==> src/rtl/spi_arbiter.sv <==
// spi_arbiter: shares one SPI master between two word requesters.
// Each requester owns a one-deep holding register. A small FSM grants the
// pending words round-robin, strobes the SPI master, waits for its busy flag
// to rise and fall, and reports completion (or a start timeout) per requester.
module spi_arbiter #(
   parameter int unsigned DATA_W  = 24,
   parameter int unsigned TIMEOUT = 16
) (
   input  logic              clk,
   input  logic              rst,
   input  logic              req0_start,
   input  logic [DATA_W-1:0] req0_data,
   output logic              req0_busy,
   output logic              req0_done,
   input  logic              req1_start,
   input  logic [DATA_W-1:0] req1_data,
   output logic              req1_busy,
   output logic              req1_done,
   output logic              spi_start,
   output logic [DATA_W-1:0] spi_data,
   input  logic              spi_busy,
   output logic [1:0]        overrun,
   output logic              timeout
);

   // One extra bit so the counter can never wrap before reaching TIMEOUT-1.
   localparam int unsigned      CNT_W    = $clog2(TIMEOUT) + 1;
   localparam logic [CNT_W-1:0] CNT_LAST = CNT_W'(TIMEOUT - 1);

   typedef enum logic [1:0] {
      StIdle,
      StStart,
      StWaitBusy,
      StWaitDone
   } state_t;

   state_t            state;
   logic              grant;       // requester currently owning the SPI master
   logic              last_grant;  // requester served most recently
   logic [CNT_W-1:0]  cnt;

   logic              pend0;
   logic              pend1;
   logic [DATA_W-1:0] data0;
   logic [DATA_W-1:0] data1;
   logic              ovr0;
   logic              ovr1;

   logic              finish;      // transfer ends this cycle (normal or aborted)
   logic              expire;      // busy never rose within the allowed window
   logic              pick;        // requester to grant from IDLE

   assign req0_busy = pend0;
   assign req1_busy = pend1;
   assign overrun   = {ovr1, ovr0};

   // Transfer-end detection and round-robin choice between pending words.
   always_comb begin
      finish = 1'b0;
      expire = 1'b0;
      if (state == StWaitDone && !spi_busy) begin
         finish = 1'b1;
      end
      if (state == StWaitBusy && !spi_busy && cnt == CNT_LAST) begin
         finish = 1'b1;
         expire = 1'b1;
      end
      if (pend0 && pend1) begin
         pick = ~last_grant;
      end else begin
         pick = pend1 & ~pend0;
      end
   end

   // Requester 0 holding register. A request while the word is pending, or in
   // the cycle its done pulse is visible, is dropped and flagged.
   always_ff @(posedge clk or posedge rst) begin
      if (rst) begin
         pend0 <= 1'b0;
         data0 <= '0;
         ovr0  <= 1'b0;
      end else begin
         ovr0 <= 1'b0;
         // Clear only happens while pend0 is set, so it never collides with a capture.
         if (finish && !grant) begin
            pend0 <= 1'b0;
         end
         if (req0_start) begin
            if (pend0 || req0_done) begin
               ovr0 <= 1'b1;
            end else begin
               pend0 <= 1'b1;
               data0 <= req0_data;
            end
         end
      end
   end

   // Requester 1 holding register, same rules as requester 0.
   always_ff @(posedge clk or posedge rst) begin
      if (rst) begin
         pend1 <= 1'b0;
         data1 <= '0;
         ovr1  <= 1'b0;
      end else begin
         ovr1 <= 1'b0;
         if (finish && grant) begin
            pend1 <= 1'b0;
         end
         if (req1_start) begin
            if (pend1 || req1_done) begin
               ovr1 <= 1'b1;
            end else begin
               pend1 <= 1'b1;
               data1 <= req1_data;
            end
         end
      end
   end

   // Arbitration FSM with registered strobes towards the SPI master and requesters.
   always_ff @(posedge clk or posedge rst) begin
      if (rst) begin
         state      <= StIdle;
         grant      <= 1'b0;
         last_grant <= 1'b1;
         cnt        <= '0;
         spi_start  <= 1'b0;
         spi_data   <= '0;
         req0_done  <= 1'b0;
         req1_done  <= 1'b0;
         timeout    <= 1'b0;
      end else begin
         spi_start <= 1'b0;
         req0_done <= 1'b0;
         req1_done <= 1'b0;
         timeout   <= 1'b0;
         case (state)
            StIdle: begin
               if (pend0 || pend1) begin
                  grant     <= pick;
                  spi_data  <= pick ? data1 : data0;
                  spi_start <= 1'b1;
                  state     <= StStart;
               end
            end
            StStart: begin
               cnt   <= '0;
               state <= StWaitBusy;
            end
            StWaitBusy: begin
               if (spi_busy) begin
                  state <= StWaitDone;
               end else if (expire) begin
                  timeout <= 1'b1;
               end else begin
                  cnt <= cnt + 1'b1;
               end
            end
            StWaitDone: begin
               // Wait indefinitely; the master has acknowledged the word.
            end
            default: begin
               state <= StIdle;
            end
         endcase
         // Common completion path for normal end and timeout abort.
         if (finish) begin
            req0_done  <= ~grant;
            req1_done  <= grant;
            last_grant <= grant;
            state      <= StIdle;
         end
      end
   end

   // Only one requester can finish per cycle, and the start strobe lives only in START.
   a_done_onehot : assert property (@(posedge clk) disable iff (rst)
      !(req0_done && req1_done));
   a_start_in_start : assert property (@(posedge clk) disable iff (rst)
      spi_start |-> state == StStart);

endmodule

==> config.mk <==
export PLATFORM = sky130hd
export DESIGN_NAME = spi_arbiter
export DESIGN_NICKNAME = d
export VERILOG_FILES = /design/src/rtl/spi_arbiter.sv
export SDC_FILE = /design/constraint.sdc
export NUM_CORES = 1
export LEC_CHECK = 0
export ABC_CLOCK_PERIOD_IN_PS = 6600
export BUFFER_PORTS_ARGS = -buffer_cell sky130_fd_sc_hd__buf_2
export CORE_ASPECT_RATIO = 1.4
export CORE_MARGIN = 2
export CORE_UTILIZATION = 51
export DETAILED_ROUTE_END_ITERATION = 12
export PLACE_DENSITY = 0.78
export SYNTH_ARGS = -nofsm -noshare
export SYNTH_HDL_FRONTEND = slang
export SYNTH_SLANG_ARGS = --single-unit
==> constraint.sdc <==
create_clock -name clk -period 6.6 [get_ports clk]
set_input_delay 0.33 -clock clk [delete_from_list [all_inputs] [get_ports clk]]
set_output_delay 0.33 -clock clk [all_outputs]
set_load 0.05 [all_outputs]
* Word-level counts from Yosys, hierarchy flattened *
Index checks and enable logic that the tools add are counted.

word-level totals
  register bits after elaboration = 89
  bits of input ports = 53
  output and inout bits = 32
  logic and storage cells = 78

cells by class
  add/sub/neg operators = 1
  equal/unequal tests = 8
  muxes and demuxes = 29
  bitwise logic cells = 6
  reduce and logical (&&, ||, !) cells = 19

operators by type and width
  kind                 number
  $mux 24              1
  $mux 1               21
  $mux 5               2
  $pmux 5 s2           1
  $logic_and 1x1->1    6
  $mux 2               3
  $ne 3x3->1 const B   2
  $pmux 2 s3           1
  $reduce_and 2->1     3
  $reduce_and 3->1     2
  $add 5x1->5 const B  1
  $eq 5x4->1 const B   1
  $not 1->1            5
  $eq 2x2->1 const B   2
  $ne 2x2->1 const B   2
  $reduce_bool 4->1    1
  $logic_or 1x1->1     3
  $eq 2x1->1 const B   1
  $logic_not 1->1      2
  $logic_not 2->1      1
  $reduce_bool 2->1    1
  $and 1x1->1          1

* Longest topological paths before layout *
Gate-level depths: netlist of the first run.

  depth in word-level cells = 8
  depth in mapped cells = 8

* Least setup slack after synthesis of the first run *
OpenSTA, ideal clock, no wires.

  path kind = reg2reg
  start point = register pend1, in the netlist req1_busy
  end point = register data1[0]
  library setup time = 0.125 ns
  data arrival time = 1.602 ns
  data required time = 6.475 ns
  slack = 4.873 ns
  stages on the path, launching flop included = 4
  buffers on the path = 1
  clock period less this slack = 1.727 ns
  cell sequence = dfrtp_1 -> nor3b_2 -> buf_4 -> mux2_2

on the way
  word-level cells in the longest chain between the ends = 3

ends and longest elaborated chain
  item                        RTL line  RTL
  start: declaration          43        logic pend1;
  start signal: assignment    102       pend1 <= 1'b0;
  start signal: assignment    108       pend1 <= 1'b0;
  start signal: assignment    114       pend1 <= 1'b1;
  $logic_or 1x1->1            111       if (pend1 || req1_done) begin
  $not 1->1 (no line)         -
  $reduce_and 2->1 (no line)  -
  end signal: assignment      115       data1 <= req1_data;
  end: declaration            45        logic [DATA_W-1:0] data1;

Every way passes these cells.
A chain may end at the register's enable or synchronous reset.

* Worst setup path in the final report of the first run *
  start point = register pend1, in the netlist req1_busy
  end point = register spi_data[9]

on the way
  word-level cells in the longest chain between the ends = 3
  elaborated cells between the ends (all ways) = 6
  those cells by class = 2 x mux; 1 x bitwise; 3 x reduce/logical

ends and longest elaborated chain
  item                                              RTL line  RTL
  $and 1x1->1 or $logic_and 1x1->1 (tied branches)  71, 68
  $mux 1                                            68        if (pend0 && pend1) begin
  $mux 24                                           142       spi_data <= pick ? data1 : data0;
  end signal: assignment                            142
  end: declaration                                  20        output logic [DATA_W-1:0] spi_data,

Parallel ways exist; a longest one is shown, timed or not.

==> impl_metrics.toml, run 1 <==
[outcome]
status = "finished, final reports clean"

[synth]
syn_nets = 345
ys_seq_area_share_pct = 59.93
ys_seq_elements = 89
synth_warnings = 0
avgSynthCellArea_um2 = 13.00
synthCells = 286
syn_area_um2 = 3719
yosysUniqueCellTypes = 33

[final_layout]
layout.nets = 428
num-fill-cells = 587
layout_commonest_cell = "dfrtp_1"
final_layout_size_suffix_gt1_share_pct = 41.71
area_delta_synth_final_pct = 19.04
diodes = 0
mostFrequentLayoutCells = "dfrtp_1 (88), buf_2 (84), mux2_2 (48)"
stdcell_area_um2 = 4427

[power]
p_sw_mw = 0.9808
clockPowerShare_pct = 15.8
p_leak_nw = 2.160
switching_share_pct = 40.93
seqPwrFrac_pct = 39.7
combPwrFrac_pct = 44.5
pwr_density_cell_nw_per_um2 = 541.3
ir_drop_uv = 275.6
power.internal_mw = 1.415
fin_total_pwr_mw = 2.396

[global_route]
antenna_found_initial = 0
track_usage_pct = 18.54
grt_pass1_wl_mm = 11.70
grt_overflow = 0
grt_pass1_vias = 2505
grt_start_max_net_pins = 90

[floorplan]
die_h_um = 105.0
die_w_um = 76.17
die_area_um2 = 8000
core_um2 = 7027
rows = 36
io_pins = 85
initial_core_util_pct = 52.92

[worst_hold_path]
hold_path.class = "in2reg"
hold_start = "spi_busy"
min_to = "timeout"
hold_depth = 2

[setup_path]
end_kind = "flop"
crit_fanout = 25
ff2ff_setup_slack_ns = 4.54
crit_type = "reg2reg"
critPathLaunchType = "flop"
rr_worst_depth = 3
reg2reg_to = "spi_data[9]"
crit_arrival_ns = 2.24
reg2reg_from = "req1_busy"
cp.required_ns = 6.78

[placed_design]
hpwlAfterDp_mm = 4.797
placed_area_um2 = 4219
io_buffers = 84
gp_congestion = 0.8352

[clock_network]
root_buffer = "clkbuf_8"
h-tree-depth = 3
cts_tree = "built"
cts-hold-fix-buffers = 0
cts_resized = 0
post-cts-setup-buffers = 0
cts_made_buffers = 9
clockBufferDepth = 2
clk_pin_slew_ns = 0.08
clock_latency_ns = 0.34
clock-sinks = 89

[route]
detail-route-antenna-nets = 0
drtIter0Drc = 126
drc = 0
vias_per_cell = 5.130
via_count = 2406
wl_per_cell_um = 15.00
dr.pass1.iters = 4
routed_wl_mm = 7.037

[job]
maxCapViolCount = 0

[timing]
fin_crit_sh_pct = 31.29
hold_ws_ns = 0.2132
max_freq_mhz = 484.3
fin_crit_ns = 2.065
setup_tns_ns = 0
rsz0062_at_grt = "no"
tightestPinTransition_ns = 1.148
skew_ns = 0.008468
slew_headroom_pct = 23.27
finalSetupViolations = 0
hold_violations = 0
final_max_slew_viol_count = 0
[power groups by stage]
stage               registers (mW)  clock network, mW  logic (mW)
CTS                          0.954              0.392        1.08
global route                 0.983              0.413        1.16
detailed placement           0.964                  0        1.07
global placement             0.952                  0        1.04
finish                       0.951              0.379        1.07
floorplan                     1.20                  0       0.604
[metrics by stage]
stage	setup slack [ns]	utilization (%)	cells
after floorplan	3.965	-	286
after global placement	4.591	60.04	453
after detailed placement	4.510	60.04	453
after CTS	4.496	63.00	469
after global routing	4.399	63.00	469
final	4.535	63.00	469
[cells by family after synthesis]
| logic type | after synthesis | share of synthesized area (%) |
|---|---|---|
| simple gates | 49 | 6.293 |
| compound gates | 47 | 7.167 |
| fa+ha+maj | 6 | 2.019 |
| mux | 73 | 21.27 |
| flops | 89 | 59.93 |
| buf+inv | 22 | 3.331 |
[cell type report]
class | count | area [µm²] | share of cell area, %
tap | 95 | 118.9 | 2.685
timing repair buffer | 87 | 442.9 | 10.01
clock buffer | 14 | 172.7 | 3.901
inverter | 7 | 27.53 | 0.6218
clock inverter | 2 | 35.03 | 0.7914
multi-input combinational | 175 | 1401 | 31.66
sequential | 89 | 2228 | 50.34
[cells in the mapped netlist]
| cell | count | share of area (%) |
|---|---|---|
| nor4b_1 | 2 | 0.47 |
| a21boi_1 | 1 | 0.20 |
| a21o_1 | 2 | 0.40 |
| o32ai_1 | 1 | 0.24 |
| a22o_1 | 1 | 0.24 |
| mux2_2 | 48 | 15 |
| nand4_1 | 1 | 0.17 |
| nand3_1 | 2 | 0.27 |
| nor4_1 | 1 | 0.17 |
| a32o_1 | 1 | 0.27 |
| ha_1 | 6 | 2.0 |
| nor3b_2 | 2 | 0.67 |
| dfstp_2 | 1 | 0.71 |
| dfrtp_1 | 88 | 59 |
| or2_2 | 1 | 0.17 |
| a21boi_0 | 2 | 0.40 |
| nand2b_1 | 1 | 0.17 |
| a21oi_1 | 2 | 0.27 |
| o21ai_0 | 30 | 4.0 |
| inv_1 | 7 | 0.71 |
| o21a_1 | 2 | 0.40 |
| o22ai_1 | 1 | 0.17 |
| o21ai_1 | 4 | 0.54 |
| buf_4 | 7 | 1.4 |
| nor2_1 | 5 | 0.50 |
| nor3b_1 | 1 | 0.20 |
| nor2b_1 | 1 | 0.17 |
| and3_1 | 1 | 0.17 |
| nand2_1 | 30 | 3.0 |
| clkbuf_1 | 6 | 0.61 |
| nor3_1 | 1 | 0.13 |
| buf_6 | 2 | 0.61 |
| mux2i_1 | 25 | 6.7 |
[how the worst max path moves through the flow]
stage	start	end	slack, ns	cells past startpoint
2_1_floorplan	rst	cnt[0]	3.96	1
3_5_place_dp	req1_busy	spi_data[9]	4.51	3
4_1_cts	req1_busy	spi_data[9]	4.50	3
5_1_grt	req1_busy	spi_data[11]	4.40	3
3_3_place_gp	req1_busy	spi_data[8]	4.59	3
6_report	req1_busy	spi_data[9]	4.54	3
[worst max-delay path, cell delays in order (launching register included)]
cell      delay (ns)
dfrtp_1         0.55
a21boi_4        0.96
mux2i_1         0.28
o21ai_0         0.10
[state kept, by name, indices dropped and copies added, names as in the netlist]
signal and count:
ovr1 1, cnt 5, req0_done 1, ovr0 1, req1_busy 1, spi_data 24
req1_done 1, timeout 1, last_grant 1, grant 1, data0 24, data1 24
req0_busy 1, spi_start 1, state 2
[per-layer routing]
| layer | wire [µm] | share of wire (%) | global-route usage (%) |
|---|---|---|---|
| met3 | 214 | 3.0 | 4.059 |
| met1 | 2988 | 42 | 22.50 |
| met5 | 0 | 0 | 0 |
| met4 | 131 | 1.9 | 7.273 |
| met2 | 3702 | 53 | 32.21 |
Note: power is estimated with default switching activity, not from simulation.
==> run 2, diff against run 1 <==
--- a/config.mk
+++ b/config.mk
@@ -5,11 +5,12 @@
 export SDC_FILE = /design/constraint.sdc
 export NUM_CORES = 1
 export LEC_CHECK = 0
-export ABC_CLOCK_PERIOD_IN_PS = 6600
+export ABC_AREA = 1
+export ABC_CLOCK_PERIOD_IN_PS = 1700
 export BUFFER_PORTS_ARGS = -buffer_cell sky130_fd_sc_hd__buf_2
 export CORE_ASPECT_RATIO = 1.4
 export CORE_MARGIN = 2
-export CORE_UTILIZATION = 51
+export CORE_UTILIZATION = 49
 export DETAILED_ROUTE_END_ITERATION = 12
 export PLACE_DENSITY = 0.78
 export SYNTH_ARGS = -nofsm -noshare
==> constraint.sdc (replaced) <==
create_clock -name clk -period 1.7 [get_ports clk]
set_input_delay 0.085 -clock clk [delete_from_list [all_inputs] [get_ports clk]]
set_output_delay 0.085 -clock clk [all_outputs]
set_load 0.05 [all_outputs]
==> run 2 against run 1 <==
Net effect:
- sequential share of layout area down 7.8 points
- die area is 7.6% higher
- clock power grew to 3.9 times the previous value
- sequential power grew to 4.0 times the previous value
- combinational power grew to 4.7 times the previous value
- cell count is 24% higher
- hold slack got worse by 0.093 ns
- non-clock buffer count increased by 62
- utilization rose by 5.0 points
- largest cell class unchanged
- highest routed layer unchanged
==> impl_metrics.toml, run 2 <==
[placed_design]
placed_area_um2 = 4433
pre_cts_ws_ns = -0.03556
placed_cells = 509
io_buffers = 84
hpwlAfterDp_mm = 5.601
gp_congestion = 0.8726

[synth]
synth_most_common_cell = "dfrtp_1"
syn_area_um2 = 3859
yosys-top-cells-area = "dfrtp_1 (57%), mux2_4 (15%), nand2_1 (6.4%), a31oi_1 (3.9%), nor2_1 (3.5%)"
yosysUniqueCellTypes = 21
ys_seq_area_share_pct = 57.75
synth_edf_count = 0
synthDominantCellAreaShare_pct = 57.07
synth_top_flop_cell = "dfrtp_1"
synthArstFlopShare_pct = 100.0
ys_seq_elements = 89
synth_warnings = 0
syn_nets = 390
synthTopCellsByCount = "dfrtp_1 (88), nand2_1 (66), mux2_4 (38)"
avgSynthCellArea_um2 = 11.66
synthCells = 331
yosysTopAreaCell = "dfrtp_1"

[floorplan]
die_area_um2 = 8611
die_w_um = 79
core_um2 = 7702
io_pins = 85
die_h_um = 109
initial_core_util_pct = 50.10
rows = 38

[setup_path]
crit_type = "reg2reg"
critPathLaunchType = "flop"
crit_arrival_ns = 1.94
ff2ff_setup_slack_ns = 0.06
reg2reg_from = "cnt[1]"
critPathMaxStageDelay_ns = 0.39
end_kind = "flop"
crit_start = "cnt[1]"
critical-path-top-delay-family = "simple AND/OR/NAND/NOR gates"
critPathSlowestCell = "dfrtp_1"
reg2reg_to = "state[1]"
crit_fanout = 4
crit_path_end = "state[1]"
cp.required_ns = 2.00
cp_cell_sequence = "ha_2 > nand2_2 > nor2_2 > ha_2 > nand3_4 > nand2_4 > nor2_1 > nor2_1 > nand3_1 > nand2_1"
path_buf_inv = 0
path_depth = 10
rr_worst_depth = 10

[timing]
worst_slack_ns = 0.05523
tightestPinTransition_ns = 0.4949
hold_violations = 0
finalSetupViolations = 0
final_max_slew_viol_count = 0
max_freq_mhz = 608.0
fin_crit_sh_pct = 96.75
slew_headroom_pct = 66.96
skew_ns = 0.009409
fin_crit_ns = 1.645
hold_ws_ns = 0.1198

[final_layout]
layout.nets = 535
stdcell_area_um2 = 5236
diodes = 0
fin_util_pct = 67.98
mostFrequentLayoutCells = "dfrtp_1 (88), buf_2 (84), nand2_1 (64)"
final_layout_size_suffix_gt1_share_pct = 37.63
area_delta_synth_final_pct = 35.70
layout_commonest_cell = "dfrtp_1"
top_regs = "data0: 24 flops, data1: 24 flops, spi_data: 24 flops"
stdcell_count = 581

[job]
maxCapViolCount = 0

[worst_hold_path]
hold_path.class = "in2reg"

[clock_network]
root_buffer = "clkbuf_8"
clock_latency_ns = 0.36
clk_pin_slew_ns = 0.09
h-tree-depth = 3
cts_made_buffers = 9
clock-sinks = 89
clockBufferDepth = 2
cts_tree = "built"

[power]
ir_drop_uv = 979.5
p_leak_nw = 2.615
pwr_density_cell_nw_per_um2 = 1959

[global_route]
grt_pass1_vias = 3021
antenna_found_initial = 0
track_usage_pct = 21.45
grt_overflow = 0
grt_pass1_wl_mm = 13.99
grt_start_max_net_pins = 52

[route]
routed_wl_mm = 9.162
wl_per_cell_um = 15.77
via_count = 2939
detail-route-antenna-nets = 0
vias_per_cell = 5.059
drc = 0
drtIter0Drc = 133
dr.pass1.iters = 4

[outcome]
status = "finished, final reports clean"
-- run 2: cell count changes after synthesis, sizes merged, moves of 3 or more --
cell | before | now
buf | 9 | 15
nand2 | 30 | 69
mux2i | 25 | 1
clkbuf | 6 | 0
o21ai | 34 | 6
nand3 | 2 | 8
a31oi | 0 | 24
inv | 7 | 20
nor3b | 3 | 0
a21boi | 3 | 0
nor2 | 5 | 40
-- run 2: worst register-to-register path, delay by kind of cell (launching register included) --
kind | cells | cell delay [ns]
flip-flops | 1 | 0.39
adder cells (fa/ha/maj) | 2 | 0.42
AND/OR/NAND/NOR | 8 | 0.77
-- run 2: report_power, final --
part	leakage (nW)	switching (mW)	internal, mW
logic	1.46	3.02	2.00
registers	1.05	0.616	3.15
clock network	0.0985	0.755	0.721
total	2.61	4.39	5.87
-- run 2: routing by layer --
layer | up-vias | wire (µm) | track usage (%)
met5 | - | 0 | 0
met4 | 0 | 210 | 9.975
met3 | 23 | 417 | 3.808
met2 | 101 | 4826 | 36.99
met1 | 1425 | 3708 | 26.08
li1 | 1390 | - | -
-- run 2: how the worst min path moves through the flow --
stage,to,from,depth (start not counted),slack [ns]
after global placement,data0[17],rst,2,0.12
final,timeout,spi_busy,4,0.12
after detailed placement,data0[17],rst,2,0.13
after floorplan,ovr0,req0_start,2,0.19
after global routing,timeout,spi_busy,4,0.13
after CTS,timeout,spi_busy,4,0.09
-- run 2: stage by stage --
stage | TNS (ns) | total power, mW
2_1_floorplan | 0 | 7.401
3_3_place_gp | 0 | 8.379
3_5_place_dp | -0.06470 | 8.589
4_1_cts | 0 | 10.17
5_1_grt | -0.1453 | 10.89
6_report | 0 | 10.26
-- run 2: cell families after synthesis --
group,synth area share (%)
AO/OA/AOI/OAI,4.961
adder cells (fa/ha/maj),1.945
buffers and inverters,4.799
flip-flops,57.75
multiplexers,17.96
AND/OR/NAND/NOR,12.58
-- run 2: final cells by class --
class | instances | area (µm²)
repair buffers | 149 | 1099
clock inverters | 6 | 67.56
flip-flops and latches | 89 | 2228
fillers | 580 | 2466
multi-input cells | 207 | 1500
clock buffers | 10 | 137.6
well taps | 100 | 125.1
inverters | 20 | 78.83
-- run 2: timing repair --
item,4_1_cts,5_1_grt
gates resized for setup,1,12
setup endpoints to repair,3,7
hold buffers,51,0
hold endpoints to repair,68,0
pin swaps,1,7
setup buffers,0,5
